**src/rtl/icache_line_buffer_if.sv**
```systemverilog
// Fetch-side (imem) and refill-side (mem) signals of the instruction cache.
// slave: the cache's view. master: the fetch stage plus bus driving the cache.
interface icache_line_buffer_if;
  logic        imem_valid_i;
  logic [31:0] imem_addr_i;
  logic [31:0] imem_wdata_i;
  logic [3:0]  imem_we_i;
  logic        imem_ready_o;
  logic [31:0] imem_rdata_o;
  logic        mem_valid_o;
  logic [31:0] mem_addr_o;
  logic        mem_ready_i;
  logic [31:0] mem_rdata_i;

  modport slave (
    input  imem_valid_i, imem_addr_i, imem_wdata_i, imem_we_i, mem_ready_i, mem_rdata_i,
    output imem_ready_o, imem_rdata_o, mem_valid_o, mem_addr_o
  );

  modport master (
    output imem_valid_i, imem_addr_i, imem_wdata_i, imem_we_i, mem_ready_i, mem_rdata_i,
    input  imem_ready_o, imem_rdata_o, mem_valid_o, mem_addr_o
  );
endinterface

```
**src/rtl/icache_line_buffer.sv**
```systemverilog
// Direct-mapped read-only instruction cache: 1-cycle hits, whole-line refill on a miss.
// Define ICACHE_FLUSH_EN to add flush_i, which invalidates every line.
module icache_line_buffer #(
  parameter int LINES          = 16,
  parameter int WORDS_PER_LINE = 4
) (
  input logic clk,
  input logic rst,
`ifdef ICACHE_FLUSH_EN
  input logic flush_i,
`endif
  icache_line_buffer_if.slave bus
);

  localparam int WB      = $clog2(WORDS_PER_LINE);
  localparam int IB      = $clog2(LINES);
  localparam int IDX_LSB = 2 + WB;
  localparam int TAG_LSB = IDX_LSB + IB;
  localparam int TAG_W   = 32 - TAG_LSB;
  localparam int LINE_W  = 32 - IDX_LSB;

  typedef enum logic [1:0] {S_IDLE, S_LOOKUP, S_REFILL} state_t;

  state_t            r_state;
  state_t            w_state_nxt;
  logic [31:0]       r_req_addr;
  logic [LINE_W-1:0] r_fill_line;
  logic [WB-1:0]     r_word_cnt;
  logic [LINES-1:0]  r_valid;
  logic [TAG_W-1:0]  r_tag  [LINES];
  logic [31:0]       r_data [LINES*WORDS_PER_LINE];

  logic [IB-1:0]     w_req_idx;
  logic [IB-1:0]     w_fill_idx;
  logic [WB-1:0]     w_req_word;
  logic [TAG_W-1:0]  w_req_tag;
  logic [TAG_W-1:0]  w_fill_tag;
  logic              w_hit;
  logic              w_mem_fire;
  logic              w_fill_done;
  logic              w_start_fill;
  logic              w_flush;
  logic              w_fill_blocked;
  logic              w_unused;

  assign w_req_word  = r_req_addr[IDX_LSB-1:2];
  assign w_req_idx   = r_req_addr[TAG_LSB-1:IDX_LSB];
  assign w_req_tag   = r_req_addr[31:TAG_LSB];
  assign w_fill_idx  = r_fill_line[IB-1:0];
  assign w_fill_tag  = r_fill_line[LINE_W-1:IB];
  assign w_hit       = r_valid[w_req_idx] && (r_tag[w_req_idx] == w_req_tag);
  assign w_mem_fire  = (r_state == S_REFILL) && bus.mem_ready_i;
  assign w_fill_done = w_mem_fire && (r_word_cnt == WB'(WORDS_PER_LINE - 1));

  // The write port and byte offset are meaningless for a read-only cache.
  assign w_unused = ^{bus.imem_wdata_i, bus.imem_we_i, r_req_addr[1:0]};

`ifdef ICACHE_FLUSH_EN
  // A flush seen during a refill must keep that line from becoming valid.
  logic r_flush_pend;

  always_ff @(posedge clk or posedge rst) begin
    if (rst)               r_flush_pend <= 1'b0;
    else if (w_start_fill) r_flush_pend <= 1'b0;
    else if (flush_i)      r_flush_pend <= 1'b1;
  end

  assign w_flush        = flush_i;
  assign w_fill_blocked = flush_i || r_flush_pend;
`else
  assign w_flush        = 1'b0;
  assign w_fill_blocked = 1'b0;
`endif

  // NOTE: every output of a combinational block gets a default first, so no
  // path through the case statement can leave a latch behind.
  always_comb begin
    w_state_nxt  = r_state;
    w_start_fill = 1'b0;
    case (r_state)
      S_IDLE: begin
        if (bus.imem_valid_i) w_state_nxt = S_LOOKUP;
      end
      S_LOOKUP: begin
        if (!bus.imem_valid_i) begin
          w_state_nxt = S_IDLE;
        end else if (!w_hit) begin
          w_state_nxt  = S_REFILL;
          w_start_fill = 1'b1;
        end
      end
      S_REFILL: begin
        if (w_fill_done) w_state_nxt = S_LOOKUP;
      end
      default: w_state_nxt = S_IDLE;
    endcase
  end

  // NOTE: sequential state uses non-blocking assignments so every register
  // samples pre-edge values regardless of process ordering.
  always_ff @(posedge clk or posedge rst) begin
    if (rst) begin
      r_state     <= S_IDLE;
      r_req_addr  <= '0;
      r_fill_line <= '0;
      r_word_cnt  <= '0;
    end else begin
      r_state <= w_state_nxt;
      if (bus.imem_valid_i) r_req_addr <= bus.imem_addr_i;
      if (w_start_fill) begin
        r_fill_line <= r_req_addr[31:IDX_LSB];
        r_word_cnt  <= '0;
      end else if (w_mem_fire) begin
        r_word_cnt <= r_word_cnt + WB'(1);
      end
    end
  end

  always_ff @(posedge clk or posedge rst) begin
    if (rst)                                   r_valid <= '0;
    else if (w_flush)                          r_valid <= '0;
    else if (w_start_fill)                     r_valid[w_req_idx]  <= 1'b0;
    else if (w_fill_done && !w_fill_blocked)   r_valid[w_fill_idx] <= 1'b1;
  end

  // NOTE: tag and data arrays are not reset; the valid bits alone decide
  // whether their contents are meaningful, which keeps them RAM-mappable.
  always_ff @(posedge clk) begin
    if (w_mem_fire)  r_data[{w_fill_idx, r_word_cnt}] <= bus.mem_rdata_i;
    if (w_fill_done) r_tag[w_fill_idx] <= w_fill_tag;
  end

  assign bus.imem_ready_o = (r_state == S_LOOKUP) && bus.imem_valid_i && w_hit && !w_flush;
  assign bus.imem_rdata_o = (r_state == S_LOOKUP) ? r_data[{w_req_idx, w_req_word}] : '0;
  assign bus.mem_valid_o  = (r_state == S_REFILL);
  assign bus.mem_addr_o   = (r_state == S_REFILL) ? {r_fill_line, r_word_cnt, 2'b00} : '0;

endmodule
```
**src/flat_wrapper.sv**
```systemverilog
// flat-port wrapper written by rule: the top's interface ports become plain ports
module icache_line_buffer_flat 
#(
  parameter int LINES          = 16,
  parameter int WORDS_PER_LINE = 4
)
  (clk, rst, bus_imem_valid_i, bus_imem_addr_i, bus_imem_wdata_i, bus_imem_we_i, bus_mem_ready_i, bus_mem_rdata_i, bus_imem_ready_o, bus_imem_rdata_o, bus_mem_valid_o, bus_mem_addr_o);
  icache_line_buffer_if bus_i ();
  input logic clk;
  input logic rst;
  input wire logic [$bits(bus_i.imem_valid_i)-1:0] bus_imem_valid_i;
  input wire logic [$bits(bus_i.imem_addr_i)-1:0] bus_imem_addr_i;
  input wire logic [$bits(bus_i.imem_wdata_i)-1:0] bus_imem_wdata_i;
  input wire logic [$bits(bus_i.imem_we_i)-1:0] bus_imem_we_i;
  input wire logic [$bits(bus_i.mem_ready_i)-1:0] bus_mem_ready_i;
  input wire logic [$bits(bus_i.mem_rdata_i)-1:0] bus_mem_rdata_i;
  output wire logic [$bits(bus_i.imem_ready_o)-1:0] bus_imem_ready_o;
  output wire logic [$bits(bus_i.imem_rdata_o)-1:0] bus_imem_rdata_o;
  output wire logic [$bits(bus_i.mem_valid_o)-1:0] bus_mem_valid_o;
  output wire logic [$bits(bus_i.mem_addr_o)-1:0] bus_mem_addr_o;
  assign bus_i.imem_valid_i = bus_imem_valid_i;
  assign bus_i.imem_addr_i = bus_imem_addr_i;
  assign bus_i.imem_wdata_i = bus_imem_wdata_i;
  assign bus_i.imem_we_i = bus_imem_we_i;
  assign bus_i.mem_ready_i = bus_mem_ready_i;
  assign bus_i.mem_rdata_i = bus_mem_rdata_i;
  assign bus_imem_ready_o = bus_i.imem_ready_o;
  assign bus_imem_rdata_o = bus_i.imem_rdata_o;
  assign bus_mem_valid_o = bus_i.mem_valid_o;
  assign bus_mem_addr_o = bus_i.mem_addr_o;
  icache_line_buffer #(.LINES(LINES), .WORDS_PER_LINE(WORDS_PER_LINE)) u_core (.clk(clk), .rst(rst), .bus(bus_i));
endmodule
```
**config.mk**
```make
export PLATFORM = sky130hd
export DESIGN_NAME = icache_line_buffer_flat
export DESIGN_NICKNAME = d
export VERILOG_FILES = /design/src/rtl/icache_line_buffer_if.sv /design/src/rtl/icache_line_buffer.sv /design/src/flat_wrapper.sv
export SDC_FILE = /design/constraint.sdc
export NUM_CORES = 2
export LEC_CHECK = 0
export ABC_AREA = 1
export ABC_CLOCK_PERIOD_IN_PS = 8200
export CAP_MARGIN = 20
export CORE_ASPECT_RATIO = 1.5
export CORE_MARGIN = 1
export CORE_UTILIZATION = 30
export CTS_BUF_LIST = sky130_fd_sc_hd__clkbuf_4 sky130_fd_sc_hd__clkbuf_8
export DETAILED_ROUTE_END_ITERATION = 16
export PLACE_DENSITY = 0.51
export SLEW_MARGIN = 20
export SYNTH_ARGS = -nofsm -noshare
export SYNTH_HDL_FRONTEND = slang
export SYNTH_SLANG_ARGS = --single-unit
```
**constraint.sdc**
```tcl
create_clock -name clk -period 8.2 [get_ports clk]
set_clock_uncertainty 0.15 [all_clocks]
set_input_delay 1.64 -clock clk [delete_from_list [all_inputs] [get_ports clk]]
set_output_delay 1.64 -clock clk [all_outputs]
set_load 0.01 [all_outputs]
```
==> Word level (Yosys, flattened, before mapping) <==
Memory sizes are Yosys's and may differ from the RTL's.
Cells that the tools add are included.
{ "totals": {"register_bits": 80, "ramBits": 2432, "out_inout_bits": 66, "elab_cells": 57, "n_memories": 2} }
{ "memory_table": {"columns": ["memory", "depth", "width", "read_ports", "rd_ports_with_merged_regs", "write_ports", "line", "source"], "rows": [
  ["u_core.r_data", 64, 32, 1, 0, 1, "icache_line_buffer.sv:31", "logic [31:0] r_data [LINES*WORDS_PER_LINE];"],
  ["u_core.r_tag", 16, 24, 1, 0, 1, "icache_line_buffer.sv:30", "logic [TAG_W-1:0] r_tag [LINES];"]
]} }
{ "op_classes": {"add_sub_neg": 1, "order_cmp": 4, "eq_ne": 7, "muxes": 24, "bitwise_logic": 3, "n_reduce_logical": 11} }
{ "op_table": {"columns": ["cell", "n"], "rows": [
  ["32-bit two-way mux", 2],
  ["16-bit two-way mux", 2],
  ["24-bit == test", 1],
  ["16-bit bitwise AND", 1],
  ["16-bit inverter", 1],
  ["16-bit OR", 1],
  ["2-bit two-way mux", 6],
  ["4-bit by 5-bit less-than comparator with 1-bit output (second input constant)", 2],
  ["1-bit two-way mux", 10],
  ["1-bit demux with 4-bit select", 2],
  ["4-bit by 1-bit >= comparator with 1-bit output (second input constant)", 2],
  ["1-bit logical AND", 7],
  ["2-bit one-hot mux with 3 select lines", 1],
  ["1-bit binary-select mux with 4-bit select", 1],
  ["2-bit == test (second input constant)", 2],
  ["2-bit nonzero test", 2],
  ["3-bit inequality test (second input constant)", 1],
  ["3-bit AND reduction", 1],
  ["2-bit by 1-bit adder with 2-bit output (second input constant)", 1],
  ["2-bit by 1-bit == test with 1-bit output (second input constant)", 1],
  ["2-bit zero test", 1],
  ["2-bit by 1-bit inequality test with 1-bit output (second input constant)", 1],
  ["2-bit inequality test (second input constant)", 1]
]} }

==> Logic depth before layout (Yosys ltp) <==
{ "depth": {"ltp_word": 7, "mapped_depth": 23, "mapped_depth_nobuf": 19} }

==> Worst setup path after synthesis <==
Ideal clock, no wire load.
{ "synth_path": {"path_type": "input to register", "start": "input bus_mem_ready_i", "end": "memory u_core.r_tag[15][0] in the netlist's numbering (enable)", "arrival_time_ns": 3.900, "required_ns": 7.615, "slack_ns": 3.715, "path_stages": 5, "path_cell_list": "nand2_1 > inv_1 > nand2_1 > clkbuf_1 > nor3_1"} }
{ "synth_between": {"elab_chain_cells": 4} }
{ "synth_lines": {"columns": ["element", "line", "source"], "rows": [
  ["from (decl)", "flat_wrapper.sv:15", "input wire logic [$bits(bus_i.mem_ready_i)-1:0] bus_mem_ready_i;"],
  ["1-bit logical AND", "icache_line_buffer.sv:52", "assign w_mem_fire = (r_state == S_REFILL) && bus.mem_ready_i;"],
  ["1-bit logical AND", "icache_line_buffer.sv:53", "assign w_fill_done = w_mem_fire && (r_word_cnt == WB'(WORDS_PER_LINE - 1));"],
  ["1-bit two-way mux", "icache_line_buffer.sv:130", "if (w_fill_done) r_tag[w_fill_idx] <= w_fill_tag;"],
  ["1-bit two-way mux (not written as such)", "icache_line_buffer.sv:130", null],
  ["to (decl)", "icache_line_buffer.sv:30", null]
]} }
No other way between the ends.

==> Final worst setup path <==
{ "layout_path": {"start": "register u_core.r_req_addr[2]", "end": "output bus_imem_rdata_o[31]"} }
{ "layout_between": {"elab_chain_cells": 2} }
{ "layout_lines": {"columns": ["element", "line", "source"], "rows": [
  ["from (decl)", "icache_line_buffer.sv:26", "logic [31:0] r_req_addr;"],
  ["from (signal assigned)", "icache_line_buffer.sv:109", "if (bus.imem_valid_i) r_req_addr <= bus.imem_addr_i;"],
  ["memory 64 x 32 bit", null, null],
  ["32-bit two-way mux", "icache_line_buffer.sv:134", "assign bus.imem_rdata_o = (r_state == S_LOOKUP) ? r_data[{w_req_idx, w_req_word}] : '0;"],
  ["to (decl)", "flat_wrapper.sv:18", "output wire logic [$bits(bus_i.imem_rdata_o)-1:0] bus_imem_rdata_o;"]
]} }
No other way between the ends.

==> results.sh <==
export IMPL_min_period_ns=7.28
export IMPL_synth_seq_cells=2510
export IMPL_wl_met2_um=167000
export IMPL_io_buffers=129
export IMPL_root_buffer="clkbuf_8"
export IMPL_synth_top_area_share_pct=74.2
export IMPL_rows=257
export IMPL_finalMaxSlewViolations=0
export IMPL_ys_seq_area_share_pct=76.2
export IMPL_p_per_area_nw_per_um2=251
export IMPL_drt_wl_total_um=344000
export IMPL_crit_path_max_incr_delay_ns=0.79
export IMPL_cts_buffers=394
export IMPL_cp_start_kind="register"
export IMPL_final_setup_tns_ns=0
export IMPL_reg2reg_to="u_core.r_word_cnt[1]"
export IMPL_crit_path_frequent_cell="nor2_1"
export IMPL_drc_errors=0
export IMPL_wire_per_inst_um=27.6
export IMPL_end_kind="primary output"
export IMPL_cts_setup_buffers=0
export IMPL_hold_path_endpoint="u_core.r_state[0]"
export IMPL_drtIter0Drc=7074
export IMPL_yosys_area_share_simple_pct=10.4
export IMPL_yosysTopAreaCell="edfxtp_1"
export IMPL_rsz0062_at_grt="false"
export IMPL_layout_common_cells="edfxtp_1, nand2_1, nor2_1"
export IMPL_slowest_stage="a21oi_1"
export IMPL_ys_types=38
export IMPL_ios=170
export IMPL_grt_ovfl_total=0
export IMPL_r2r_setup_slack_ns=2.47
export IMPL_synth_compound_area_share_pct=10.8
export IMPL_core_sq_um=326000
export IMPL_initial_core_util_pct=30.1
export IMPL_power_mw=28.4
export IMPL_hp_class="reg2reg"
export IMPL_period_share_pct=88.8
export IMPL_setup_viol=0
export IMPL_cts_hold_buf=0
export IMPL_max_freq_mhz=137
export IMPL_synthXorXnorAreaFrac_pct=0
export IMPL_max_slew_worst_pin_slew_ns=1.26
export IMPL_grt_pass1_wl_um=478000
export IMPL_final_common_cell="edfxtp_1"
export IMPL_vias=66100
export IMPL_postRouteAntennaNets=0
export IMPL_synthTopCellsByArea="edfxtp_1, o21ai_0, nor2_1, nand2_1, o22ai_1"
export IMPL_path_clk_slew_ns=0.06
export IMPL_htreeDepth=5
export IMPL_grt_max_degree=188
export IMPL_max_slew_margin_pct=16.0
export IMPL_drv_cap=0
export IMPL_async_flop_share_pct=3.11
export IMPL_grtUsageTotal_pct=20.2
export IMPL_drt_vias_per_instance=5.31
export IMPL_hold_viol=0
export IMPL_die_w_um=470
export IMPL_path_cells="inv_8 -> buf_4 -> o21ai_0 -> o22ai_1 -> a22o_1 -> a221oi_1 -> nor2_1 -> nor2_1 -> a21oi_1 -> clkdlybuf4s50_1"
export IMPL_antenna_found_initial=17
export IMPL_r2r_start="u_core.r_req_addr[5]"
export IMPL_p_leak_nw=37.2
export IMPL_dieArea_sq_um=330000
export IMPL_synth_top_family_by_area="compound AO/OA/AOI/OAI gates"
export IMPL_critPathTopFamily="buffers and inverters"
export IMPL_cts_sinks=2510
export IMPL_synth_edf_count=2432
export IMPL_fin_nets=7984
export IMPL_crit_fanout=137
export IMPL_fill_cells=31600
export IMPL_route_met3_wl_um=25900
export IMPL_die_height_um=703
export IMPL_synth_cells=7633
export IMPL_irDropWorstVdd_mv=0.117
export IMPL_wl_met1_um=136000
export IMPL_synth_adder_area_share_pct=0.0127
export IMPL_cp_num_buf_inv=3
export IMPL_cts_resized=0
export IMPL_ys_flop_type="edfxtp_1"
export IMPL_cp_data_arrival_time_ns=5.49
export IMPL_area_delta_synth_final_pct=15.2
export IMPL_cts_tree="done"
export IMPL_synthMuxAreaShare_pct=0.0407
export IMPL_hpwlAfterDp_um=185000
export IMPL_path_class="reg2out"
export IMPL_first_pass_iters=7
export IMPL_hold_start="u_core.r_state[0]"
export IMPL_critPathRequiredTime_ns=6.41
export IMPL_place_gp_congestion=0.803
export IMPL_min_path_cells=1
export IMPL_synth_area_sq_um=98400
export IMPL_r2r_cells=19
export IMPL_yosys_warnings=0
export IMPL_layout_drive_gt1_share_pct=11.9
export IMPL_highest_layer="met4"
export IMPL_grt_pass1_vias=63500
export IMPL_cts_buffer_depth=4
export IMPL_avgSynthCellArea_sq_um=12.9
export IMPL_status="finished clean"
export IMPL_insertion_delay_ns=0.99
layer usage:
metal  global-route usage, %  up-vias
met4                    8.66        0
met3                    3.43      686
met1                    25.5    33900
met5                       0        -
met2                    34.0     3057
li1                        -    28500
layout make-up:
| type | instances | area, sq um | area share [%] |
|---|---|---|---|
| antenna | 10 | 25.0 | 0.0221 |
| inverter | 97 | 402 | 0.354 |
| clock inverter | 156 | 956 | 0.844 |
| multi-input combinational | 4526 | 21600 | 19.1 |
| clock buffer | 537 | 6590 | 5.82 |
| timing repair buffer | 350 | 3360 | 2.96 |
| sequential | 2510 | 75000 | 66.2 |
| tap | 4273 | 5350 | 4.72 |
cell usage after synthesis, types with 21 or more instances:
master	count
a221oi_1	50
buf_1	21
buf_2	60
nor2_1	1237
nor3_1	25
a21oi_1	35
edfxtp_1	2432
clkbuf_1	400
inv_1	89
o22ai_1	510
o21ai_0	1102
dfrtp_1	78
nand4_1	37
nand3_1	112
o21ai_1	36
a22o_1	87
nand2_1	1231
a41oi_1	23
worst max-delay path by stage:
stage	cells past startpoint	slack [ns]	from	end
after global routing	17	0.66	u_core.r_req_addr[5]	bus_imem_ready_o
after CTS	9	0.83	u_core.r_req_addr[4]	bus_imem_rdata_o[1]
final	10	0.92	u_core.r_req_addr[2]	bus_imem_rdata_o[31]
after detailed placement	17	1.92	u_core.r_req_addr[5]	bus_imem_ready_o
after global placement	9	1.94	u_core.r_req_addr[4]	bus_imem_rdata_o[1]
after floorplan	5	3.71	bus_mem_ready_i	u_core.r_tag[15][0]
sequential cells by signal, indices dropped and copies added (netlist names):
register            cells
u_core.r_word_cnt       2
u_core.r_req_addr      30
u_core.r_state          2
u_core.r_fill_line     28
u_core.r_valid         16
u_core.r_data        2048
u_core.r_tag          384
logic make-up after synthesis:
| kind of cell | Yosys count |
|---|---|
| AO/OA/AOI/OAI | 1866 |
| AND/OR/NAND/NOR | 2653 |
| other | 1 |
| flip-flops | 2510 |
| multiplexers | 4 |
| adder cells (fa/ha/maj) | 1 |
| buffers and inverters | 598 |
power breakdown:
| group | switching, mW | internal (mW) | total (mW) |
|---|---|---|---|
| registers | 0.360 | 14.5 | 14.9 |
| clock network | 4.99 | 5.47 | 10.5 |
| logic | 2.28 | 0.833 | 3.11 |
| total | 7.63 | 20.8 | 28.4 |
stage by stage:
step	hold slack [ns]	setup slack (ns)	instances	util [%]	cell area, sq um
floorplan	0.314	3.71	7634	-	98400
global placement	0.339	1.94	11700	32.3	105000
detailed placement	0.352	1.92	11800	32.4	106000
CTS	0.362	0.828	12400	34.7	113000
finish	0.364	0.921	12500	34.7	113000
global route	0.403	0.657	12500	34.7	113000
No activity file was read; power rests on OpenSTA's default activity.
